File: config.mk
export PLATFORM = sky130hd
export DESIGN_NAME = sec_an_decoder_seq
export DESIGN_NICKNAME = d
export VERILOG_FILES = /design/src/rtl/sec_an_decoder_seq.sv
export SDC_FILE = /design/constraint.sdc
export NUM_CORES = 1
export LEC_CHECK = 0
export CAP_MARGIN = 20
export CORE_ASPECT_RATIO = 0.7
export CORE_MARGIN = 1.5
export CORE_UTILIZATION = 30
export CTS_CLUSTER_DIAMETER = 40
export DETAILED_ROUTE_END_ITERATION = 8
export PLACE_DENSITY_LB_ADDON = 0.12
export SKIP_CTS_REPAIR_TIMING = 1
export SLEW_MARGIN = 20
export SYNTH_ARGS = -nofsm -noshare
export SYNTH_HDL_FRONTEND = slang
export SYNTH_SLANG_ARGS = --single-unit
File: constraint.sdc
create_clock -name clk -period 10.3 [get_ports clk]
set_input_delay 1.03 -clock clk [delete_from_list [all_inputs] [get_ports clk]]
set_output_delay 1.03 -clock clk [all_outputs]
set_load 0.005 [all_outputs]
File: src/rtl/sec_an_decoder_seq.sv
// Sequential single-arithmetic-error-correcting decoder for AN codes.
// A received word W = A*N (+/- 2^i) is reduced mod A bit-serially. A zero
// residue goes straight to division. A non-zero residue triggers a search over
// +/-(2^i mod A) for one error position. The corrected word is then divided by A,
// one bit per cycle, to recover N.
module sec_an_decoder_seq #(
    parameter int                N_BITS = 52,
    parameter int                A_BITS = 9,
    parameter logic [A_BITS-1:0] A      = 9'd311,
    localparam int               W_BITS = N_BITS + A_BITS,
    localparam int               P_BITS = $clog2(W_BITS)
) (
    input  logic              clk,
    input  logic              rst,
    input  logic              in_valid,
    output logic              in_ready,
    input  logic [W_BITS-1:0] W,
    output logic              found,
    input  logic              out_ready,
    output logic [N_BITS:0]   N,
    output logic [1:0]        status,
    output logic [P_BITS-1:0] err_pos,
    output logic              err_sign
);

    localparam int              C_BITS    = $clog2(W_BITS + 1);
    localparam logic [A_BITS:0] A_X       = {1'b0, A};
    localparam logic [1:0]      ST_CLEAN  = 2'd0;
    localparam logic [1:0]      ST_CORR   = 2'd1;
    localparam logic [1:0]      ST_UNCORR = 2'd2;

    typedef enum logic [2:0] {
        S_IDLE,
        S_RESID,
        S_SEARCH,
        S_CORR,
        S_DIVIDE,
        S_DONE
    } state_t;

    state_t              state_q;
    logic                in_ready_q;
    logic                found_q;
    logic [N_BITS:0]     n_q;
    logic [1:0]          status_q;
    logic [P_BITS-1:0]   err_pos_q;
    logic                err_sign_q;

    // Working datapath state (not reset: always loaded before it is used).
    logic [W_BITS:0]     word_q;
    logic [W_BITS:0]     cand_q;
    logic [W_BITS-1:0]   sh_q;
    logic [A_BITS:0]     r_q;
    logic [A_BITS:0]     p_q;
    logic [A_BITS:0]     rem_q;
    logic [C_BITS-1:0]   cnt_q;
    logic [P_BITS-1:0]   idx_q;
    logic                sign_q;

    logic [W_BITS:0]     pow_w;
    logic [W_BITS:0]     sub_w;
    logic [W_BITS:0]     add_w;
    logic                sub_ok;
    logic                add_ok;

    // True when the doubled value plus the incoming bit reaches the modulus.
    function automatic logic ge_a(input logic [A_BITS:0] v, input logic b);
        logic [A_BITS+1:0] t;
        t = {v, b};
        return t >= {1'b0, A_X};
    endfunction

    // One MSB-first reduction step: (2*v + b) mod A, with v < A on entry.
    function automatic logic [A_BITS:0] mod_dbl(input logic [A_BITS:0] v, input logic b);
        logic [A_BITS+1:0] t;
        t = {v, b};
        if (t >= {1'b0, A_X}) begin
            t = t - {1'b0, A_X};
        end
        return t[A_BITS:0];
    endfunction

    // Candidate corrections for the current search index, one bit wider than W.
    // No wrap-around is possible at this width.
    assign pow_w  = {{W_BITS{1'b0}}, 1'b1} << idx_q;
    assign sub_w  = word_q - pow_w;
    assign add_w  = word_q + pow_w;
    assign sub_ok = (word_q >= pow_w);
    assign add_ok = ~add_w[W_BITS];

    assign in_ready = in_ready_q;
    assign found    = found_q;
    assign N        = n_q;
    assign status   = status_q;
    assign err_pos  = err_pos_q;
    assign err_sign = err_sign_q;

    // Decoder FSM: residue, error search, correction, division, and result hold.
    always_ff @(posedge clk) begin
        if (rst) begin
            state_q    <= S_IDLE;
            in_ready_q <= 1'b1;
            found_q    <= 1'b0;
            n_q        <= '0;
            status_q   <= ST_CLEAN;
            err_pos_q  <= '0;
            err_sign_q <= 1'b0;
        end else begin
            unique case (state_q)
                S_IDLE: begin
                    if (in_valid && in_ready_q) begin
                        word_q     <= {1'b0, W};
                        sh_q       <= W;
                        r_q        <= '0;
                        cnt_q      <= '0;
                        in_ready_q <= 1'b0;
                        n_q        <= '0;
                        status_q   <= ST_CLEAN;
                        err_pos_q  <= '0;
                        err_sign_q <= 1'b0;
                        state_q    <= S_RESID;
                    end
                end
                S_RESID: begin
                    if (cnt_q == C_BITS'(W_BITS)) begin
                        if (r_q == '0) begin
                            sh_q    <= word_q[W_BITS-1:0];
                            rem_q   <= '0;
                            cnt_q   <= '0;
                            state_q <= S_DIVIDE;
                        end else begin
                            idx_q   <= '0;
                            p_q     <= {{A_BITS{1'b0}}, 1'b1};
                            state_q <= S_SEARCH;
                        end
                    end else begin
                        r_q   <= mod_dbl(r_q, sh_q[W_BITS-1]);
                        sh_q  <= sh_q << 1;
                        cnt_q <= cnt_q + 1'b1;
                    end
                end
                S_SEARCH: begin
                    if ((r_q == p_q) && sub_ok) begin
                        cand_q  <= sub_w;
                        sign_q  <= 1'b1;
                        state_q <= S_CORR;
                    end else if ((r_q == (A_X - p_q)) && add_ok) begin
                        cand_q  <= add_w;
                        sign_q  <= 1'b0;
                        state_q <= S_CORR;
                    end else if (idx_q == P_BITS'(W_BITS - 1)) begin
                        n_q      <= '0;
                        status_q <= ST_UNCORR;
                        found_q  <= 1'b1;
                        state_q  <= S_DONE;
                    end else begin
                        idx_q <= idx_q + 1'b1;
                        p_q   <= mod_dbl(p_q, 1'b0);
                    end
                end
                S_CORR: begin
                    word_q     <= cand_q;
                    sh_q       <= cand_q[W_BITS-1:0];
                    rem_q      <= '0;
                    cnt_q      <= '0;
                    status_q   <= ST_CORR;
                    err_pos_q  <= idx_q;
                    err_sign_q <= sign_q;
                    state_q    <= S_DIVIDE;
                end
                S_DIVIDE: begin
                    rem_q <= mod_dbl(rem_q, sh_q[W_BITS-1]);
                    n_q   <= {n_q[N_BITS-1:0], ge_a(rem_q, sh_q[W_BITS-1])};
                    sh_q  <= sh_q << 1;
                    cnt_q <= cnt_q + 1'b1;
                    if (cnt_q == C_BITS'(W_BITS - 1)) begin
                        found_q <= 1'b1;
                        state_q <= S_DONE;
                    end
                end
                S_DONE: begin
                    if (out_ready) begin
                        found_q    <= 1'b0;
                        in_ready_q <= 1'b1;
                        state_q    <= S_IDLE;
                    end
                end
                default: begin
                    state_q <= S_IDLE;
                end
            endcase
        end
    end

endmodule

# Word level (Yosys, flattened, before mapping)
# Index checks and enable logic that the tools add are counted.
totals:
  out_inout_bits: 64
  register_bits: 295
  mem_count: 0
  in_bits: 65
  ram_bits: 0
  latchBits: 0
  rom_bits: 0
op_classes:
  n_shift: 1
  mux: 64
  n_div: 0
  n_reduce_logical: 27
  bitwise: 2
  multipliers: 0
  add_sub_neg: 8
  n_eq_ne: 23
  magnitude_cmp: 4
ops:
  columns: ["operator", "count"]
  rows:
  - ["61-bit case mux with 4 select lines", 1]
  - ["53-bit two-way mux", 4]
  - ["62-bit two-way mux", 3]
  - ["61-bit two-way mux", 3]
  - ["53-bit case mux with 3 select lines", 1]
  - ["62-bit case mux with 2 select lines", 1]
  - ["10-bit two-way mux", 12]
  - ["62-bit adder", 1]
  - ["62-bit >= comparator", 1]
  - ["1-bit by 6-bit left shift with 62-bit output, first input constant", 1]
  - ["62-bit subtractor", 1]
  - ["6-bit two-way mux", 8]
  - ["10-bit case mux with 2 select lines", 2]
  - ["11-bit by 9-bit >= comparator with 1-bit output, second input constant", 3]
  - ["10-bit case mux with 3 select lines", 1]
  - ["10-bit by 9-bit subtractor with 10-bit output, second input constant", 3]
  - ["3-bit two-way mux", 8]
  - ["6-bit case mux with 2 select lines", 2]
  - ["6-bit case mux with 4 select lines", 1]
  - ["2-bit != test, second input constant", 11]
  - ["10-bit == test", 2]
  - ["6-bit == test, second input constant", 3]
  - ["3-bit case mux with 6 select lines", 1]
  - ["5-bit AND reduction", 3]
  - ["other kinds (24)", 52]

# Logic depth before layout (Yosys ltp)
# Gate-level depths: netlist of the first run.
depth:
  ltp_word: 7
  ltp_mapped: 20

# Least setup slack after synthesis of the first run
# OpenSTA, ideal clock, no wires.
synth_path:
  path_kind: "flip-flop to flip-flop"
  startpoint: "register idx_q[4]"
  endpoint: "register cand_q[0] (enable)"
  period_less_slack_ps: 8443
  t_arrival_ps: 7882
  stages_incl_launch_ff: 17
  path_slack_ps: 1857
  n_path_buf: 4
  path_cell_list: "edfxtp_1 > clkbuf_1 > nor2b_1 > clkbuf_1 > clkbuf_1 > nand2_1 > ha_1 > buf_2 > or2_2 > a2111oi_2 > nor3_1 > a21oi_1 > a21oi_1 > a21bo_2 > nor4_2 > nor3_1 > nor3_1"
synth_between:
  elab_chain_len: 6
  word_cells_on_any_way: 8
  classes_between: "add/sub (1); order compare (1); shift (1); bitwise (1); reduce/logical (4)"
synth_rtl:
  columns: ["item", "line", "text"]
  rows:
  - ["start, declared", "57", "logic [P_BITS-1:0] idx_q;"]
  - ["start signal, assigned", "157", "idx_q <= idx_q + 1'b1;"]
  - ["1-bit by 6-bit left shift with 62-bit output (*)", "85", "assign pow_w = {{W_BITS{1'b0}}, 1'b1} << idx_q;"]
  - ["62-bit adder", "87", "assign add_w = word_q + pow_w;"]
  - ["1-bit inverter", "89", "assign add_ok = ~add_w[W_BITS];"]
  - ["1-bit logical AND", "147", "end else if ((r_q == (A_X - p_q)) && add_ok) begin"]
  - ["2-bit nonzero test (no source line) (*)", null, null]
  - ["3-bit AND reduction (no source line) (*)", null, null]
  - ["end signal, assigned", "144", "cand_q <= sub_w;"]
  - ["end signal, assigned", "148", "cand_q <= add_w;"]
  - ["end, declared", "51", "logic [W_BITS:0] cand_q;"]
# Mark *: on every way between the ends. The rest lies on a longest branch, timed or not.
# A chain may end at the register's enable or synchronous reset.

# Worst setup path in the final report of the first run
layout_path:
  startpoint: "register idx_q[4]"
  endpoint: "register cand_q[30], data pin"
layout_between:
  elab_chain_len: 4
  word_cells_on_any_way: 7
  classes_between: "add/sub (2); order compare (1); shift (1); mux (2); reduce/logical (1)"
layout_rtl:
  columns: ["item", "line", "text"]
  rows:
  - ["1-bit by 6-bit left shift with 62-bit output (*)", "85", null]
  - ["62-bit adder or 62-bit >= comparator (tied branches)", "87, 88", null]
  - ["62-bit two-way mux or 1-bit logical AND (tied branches)", "147, 143", null]
  - ["62-bit two-way mux (*)", "143", "if ((r_q == p_q) && sub_ok) begin"]
# Mark *: on every way between the ends. The rest lies on a longest branch, timed or not. The select of a mux whose other input is x is not followed.

==> flow_summary.yaml, run 1 <==
status:
  result_of_the_run: "complete, no violations"
critical_path:
  cp_slowest_stage_delay_ps: 850
  path_cells: "nor2b_1 -> nand2_1 -> ha_1 -> and4_1 -> and3_1 -> nand2_1 -> or3_1 -> or4_4 -> a31oi_4 -> or3b_2 -> buf_4 -> nor3_1 -> a21oi_1 -> xnor2_1"
  critical_path.reg2reg.startpoint: "idx_q[4]"
  startpoint_type: "flop"
  endpoint_kind: "flop"
  worst-endpoint-arrival_ps: 6550
  kind_of_critical_path: "reg2reg"
  cp_data_required_time_ps: 10610
  critPathMostFrequentCell: "nand2_1"
  critPathSlowestCell: "nor2b_1"
  ff2ff_path_depth: 14
  cp_max_fo: 48
  setup.reg_to_reg.worst_slack_ps: 4060
  regToRegEndpoint: "cand_q[30]"
finish:
  layout.nets: 2536
  proportion_of_layout_cells_with_a_drive_suffix_above_1_pct: 8.61
  n_antenna_cell: 0
  area_growth_syn_to_layout_pct: 17.6
synthesis:
  synth.largest_area_cell: "edfxtp_1"
  synth_most_common_cell: "nand2_1"
  synth-seq-cells: 295
  synth_instances: 2268
  synth_edf_count: 228
  nets_in_the_synthesized_netlist: 2472
  synthTopCellsByArea: "edfxtp_1 33%, ha_1 8.3%, dfxtp_1 6.5%"
  synth-warning-count: 0
  yosys.cell_types.count: 86
  synth_top_cell_area_share_pct: 33.2
  syn-cell-area_um2: 20600
  synth_common_cells: "290 x nand2_1, 228 x edfxtp_1, 203 x a21oi_1"
  dominantRegCellSynth: "edfxtp_1"
  mapped_avg_cell_area_um2: 9.08
  yosysSeqAreaShare_pct: 39.8
  synthArstFlopShare_pct: 0
clock_tree:
  htreeDepth: 2
  cts-buffers-inserted: 45
  clkSinkCount: 295
  clock_transition_at_path_regs_ps: 60
  ctsRootBufferMaster: "clkbuf_16"
  clk_latency_ps: 610
  clockBufferDepth: 3
  tritoncts: "built"
power:
  power_density_nw_per_um2: 180
  finalPower_mw: 4.36
  cellLeakagePower_nw: 9.36
  worst_ir_drop_vdd_mv: 0.108
route:
  dr_total_vias: 18100
  initialDrtViolationCount: 1754
  post_drt_wl_per_cell_um: 22.5
  post-route-drc-count: 0
  wirelength_um: 73500
  drtPass1Iterations: 6
  antenna_left: 0
  routed_via_density: 5.52
worst_hold_path:
  min_from: "status[1]"
  hp-class: "reg2reg"
  min_to: "status[1]"
  timing.hold.worst_path_depth: 2
floorplanning:
  floorplan.core_area_um2: 68100
  ios: 129
  initial_core_util_pct: 30.3
  die_y_um: 222
  die_x_um: 316
  core.rowCount: 80
  total_die_area_um2: 70300
placement:
  place.port_buffers: 128
  post-dp-hpwl_um: 56000
  detailedPlace.worstSlack_ps: 4180
  gpl.final_weighted_congestion: 0.949
timing:
  drv_slew: 0
  finalHoldWorstSlack_ps: 450
  max_freq_ghz: 0.160
  layout_min_cycle_time_ps: 6240
  finalSetupViolations: 0
  timing_worst_slew_pin_value_ps: 1070
  setup_slack_ps: 4060
  max_slew_margin_pct: 28.1
  timing.final.crit_share_pct: 60.6
  grt_setup_unrepaired: "no"
  hold_violations: 0
  final_clock_skew_ps: 40.8
  tns_ps: 0
grt:
  largest_net_degree_at_the_start_of_global_routing: 97
  first_global_vias: 17400
  grt_overflow: 0
  first_pass_grt_wire_length_um: 110000
  grt.total_usage_pct: 20.6
  initial_antenna_violation_count: 0
job:
  drv_cap: 0
logic make-up after synthesis:
| kind of cell | after synthesis | share of synthesized area, % |
|---|---|---|
| fa+ha+maj | 139 | 8.52 |
| mux | 69 | 3.75 |
| flops | 295 | 39.8 |
| xor+xnor | 99 | 4.21 |
| simple gates | 747 | 16.7 |
| compound gates | 647 | 21.6 |
| buf+inv | 272 | 5.42 |
report_power, final:
group          leakage [nW]  total [mW]  internal, mW  switching [mW]
Clock                 0.767        1.57         0.951           0.620
Sequential             2.64        1.63          1.52           0.115
Combinational          5.95        1.16         0.379           0.777
worst max path at each step:
| stage | cells after the start | slack [ps] | end | from |
|---|---|---|---|---|
| after floorplan | 16 | 1860 | cand_q[0] | idx_q[4] |
| after global placement | 14 | 4210 | cand_q[30] | idx_q[4] |
| after detailed placement | 14 | 4180 | cand_q[37] | idx_q[4] |
| after CTS | 14 | 4110 | cand_q[36] | idx_q[4] |
| after global routing | 14 | 3640 | cand_q[37] | idx_q[4] |
| final | 14 | 4060 | cand_q[30] | idx_q[4] |
flip-flops by register name, indices dropped and copies added (netlist names), 10 cells and up:
register and count:
word_q 62, r_q 10, N 53, sh_q 61, p_q 10, cand_q 62, rem_q 10
metrics by stage:
step | util [%] | instance area [µm²] | std cells
6_report | 35.6 | 24200 | 3271
2_1_floorplan | - | 20600 | 2268
5_1_grt | 35.6 | 24200 | 3271
4_1_cts | 35.6 | 24200 | 3271
3_5_place_dp | 33.3 | 22600 | 3187
3_3_place_gp | 33.2 | 22600 | 3186
worst max-delay path, delay by kind of cell (launching register included):
kind | cells | cell delay, ps
compound gates | 2 | 630
xor+xnor | 1 | 130
fa+ha+maj | 1 | 720
buf+inv | 1 | 570
flops | 1 | 500
simple gates | 9 | 3370
routing by layer:
layer | routed length [µm] | track usage (%)
met1 | 37100 | 31.6
met2 | 29500 | 28.3
met3 | 5490 | 5.00
met4 | 1460 | 5.12
met5 | 0 | 0
cells in the final DEF (no fill, tap or decap), drive strengths merged, types with 14 or more instances in the layout:
master	count
a31oi	21
o31ai	28
a21o	30
and2	24
a222oi	61
nand2	290
dfxtp	67
a211oi	18
o21ai	105
nor3	44
o21bai	28
a21oi	203
xnor2	71
nor2	183
nand2b	19
nor2b	26
clkbuf	61
inv	149
nor4	37
and3	14
clkdlybuf4s50	128
edfxtp	228
nand4	21
xor2	28
nand3	46
clkinv	15
ha	137
mux2	63
buf	19
a22o	55
area by class of cell:
type / instances / area (µm²)
Inverter: 142 / 533
Clock buffer: 61 / 1330
Timing Repair Buffer: 147 / 1440
Fill cell: 6933 / 43800
Sequential cell: 295 / 8190
Multi-Input combinational cell: 1701 / 11400
Tap cell: 902 / 1130
Clock inverter: 23 / 228
Power figures use the tool's default switching activity.
==> inputs of run 2 (changes only) <==
- clock period: 10.3 -> 6.1 ns (I/O delays scaled with it)
==> run 2 against run 1 <==
Sequential power up 69%. Setup slack worse by 3700 ps. First-iteration DRC count increased by 3.6%. Worst hold slack worse by 11 ps. Clock power is 74% higher. Register-to-register slack got worse by 3700 ps. Routed wire length down 2.5%. Via count rose by 0.47%. Cell count grew 0.67%. Maximum frequency increased by 9.6%. Largest cell class unchanged. Critical path depth up 5. Die area is the same.
==> flow_summary.yaml, run 2 (synthesis gave the netlist of run 1 again) <==
critical_path:
  cp_slowest_stage_delay_ps: 600
  cp_max_fo: 37
  path_cells: "ha_1 -> ha_1 -> nor2b_1 -> buf_4 -> nand2_1 -> ha_1 -> nor2_1 -> o21ai_0 -> a2111oi_2 -> nor3_1 -> o21ai_0 -> a21oi_1 -> buf_4 -> a21bo_2 -> and4_1 -> nor3_1 -> buf_4 -> nor3_4 -> buf_12"
  worst-endpoint-arrival_ps: 5960
  critical_path_cell_count: 19
  cp_data_required_time_ps: 6370
  crit_family: "simple AND/OR/NAND/NOR gates"
  critPathSlowestCell: "ha_1"
  setup.reg_to_reg.worst_slack_ps: 400
  ff2ff_path_depth: 19
  regToRegEndpoint: "cand_q[36]"
  critical_path.reg2reg.startpoint: "idx_q[0]"
  endpoint_kind: "flop"
  kind_of_critical_path: "reg2reg"
  critPathBufInv: 4
  startpoint_type: "flop"
timing:
  drv_slew: 0
  max_slew_margin_pct: 35.2
  timing_worst_slew_pin_value_ps: 970
  setup_slack_ps: 405
  finalSetupViolations: 0
  max_freq_ghz: 0.176
  layout_min_cycle_time_ps: 5700
  grt_setup_unrepaired: "no"
  hold_violations: 0
  tns_ps: 0
  final_clock_skew_ps: 44.5
  timing.final.crit_share_pct: 93.4
clock_tree:
  htreeDepth: 2
  clock_transition_at_path_regs_ps: 60
  clockBufferDepth: 3
  clk_latency_ps: 620
  cts-buffers-inserted: 47
  ctsRootBufferMaster: "clkbuf_16"
  tritoncts: "built"
  clkSinkCount: 295
floorplanning:
  die_x_um: 316
  core.rowCount: 80
  ios: 129
  total_die_area_um2: 70300
  die_y_um: 222
  floorplan.core_area_um2: 68100
  initial_core_util_pct: 30.3
grt:
  grt.total_usage_pct: 20.0
  initial_antenna_violation_count: 1
  grt_overflow: 0
  first_pass_grt_wire_length_um: 109000
  largest_net_degree_at_the_start_of_global_routing: 75
  first_global_vias: 17200
placement:
  detailedPlace.worstSlack_ps: 551
  dpl_cells: 3207
  place.port_buffers: 128
  post-dp-hpwl_um: 55000
  gpl.final_weighted_congestion: 0.945
job:
  drv_cap: 0
power:
  cellLeakagePower_nw: 9.49
  power_density_nw_per_um2: 304
  finalPower_mw: 7.43
  worst_ir_drop_vdd_mv: 0.182
finish:
  layout.cells.non_filler: 3293
  reg.largest.list: "cand_q (62), word_q (62), sh_q (61)"
  layout_common_cells: "290 x nand2_1, 228 x edfxtp_1, 203 x a21oi_1"
  proportion_of_layout_cells_with_a_drive_suffix_above_1_pct: 9.37
  layout.nets: 2558
  number_of_filler_cells_placed_in_the_layout: 7006
  layout.area.seq_um2: 8190
  n_antenna_cell: 0
  post-route-util_pct: 35.9
  area_growth_syn_to_layout_pct: 18.8
  layout.cells.most_common: "nand2_1"
  multiInputGateArea_um2: 11400
worst_hold_path:
  timing.hold.worst_path_depth: 2
  min_to: "status[1]"
  hp-class: "reg2reg"
  min_from: "status[1]"
route:
  routed_via_density: 5.51
  post_drt_wl_per_cell_um: 21.8
  antenna_left: 0
  post-route-drc-count: 0
  wirelength_um: 71600
  drtPass1Iterations: 7
  dr_total_vias: 18100
  initialDrtViolationCount: 1817
status:
  result_of_the_run: "complete, no violations"
==> run 2: how the worst max path moves through the flow <==
stage	start	end	slack, ps
6_report	idx_q[0]	cand_q[36]	400
5_1_grt	idx_q[0]	cand_q[25]	40
4_1_cts	idx_q[0]	cand_q[36]	480
3_5_place_dp	idx_q[0]	cand_q[36]	550
3_3_place_gp	idx_q[0]	p_q[3]	550
2_1_floorplan	idx_q[4]	cand_q[0]	570
==> run 2: per-layer routing <==
layer / wire, µm / vias up / global-route usage [%]
met5: 0 / - / 0
met4: 1200 / 0 / 4.38
met3: 5130 / 81 / 4.01
met2: 28900 / 640 / 27.9
met1: 36400 / 8848 / 31.2
li1: - / 8576 / -
==> run 2: stage by stage <==
step                      cell area, µm²  hold WS (ps)
after global placement             22800           437
final                              24500           438
after global routing               24500           460
after floorplan                    20600           438
after CTS                          24500           441
after detailed placement           22800           433
==> run 2: final cells by class <==
type	instances	share of cell area (%)
clock buffer	57	5.30
multi-input combinational	1701	46.5
clock inverter	29	1.30
timing repair buffer	167	6.64
sequential	295	33.5
tap	902	4.61
inverter	142	2.18
==> run 2: power breakdown <==
group | switching, mW | internal (mW) | total [mW]
combinational | 1.30 | 0.650 | 1.95
clock | 1.09 | 1.64 | 2.73
sequential | 0.190 | 2.56 | 2.75
total | 2.58 | 4.85 | 7.43
==> run 2: tightest hold or removal path, delay by kind of cell (launching register included) <==
family | cells | cell delay (ps)
flops | 1 | 300
buf+inv | 1 | 50
compound gates | 1 | 50
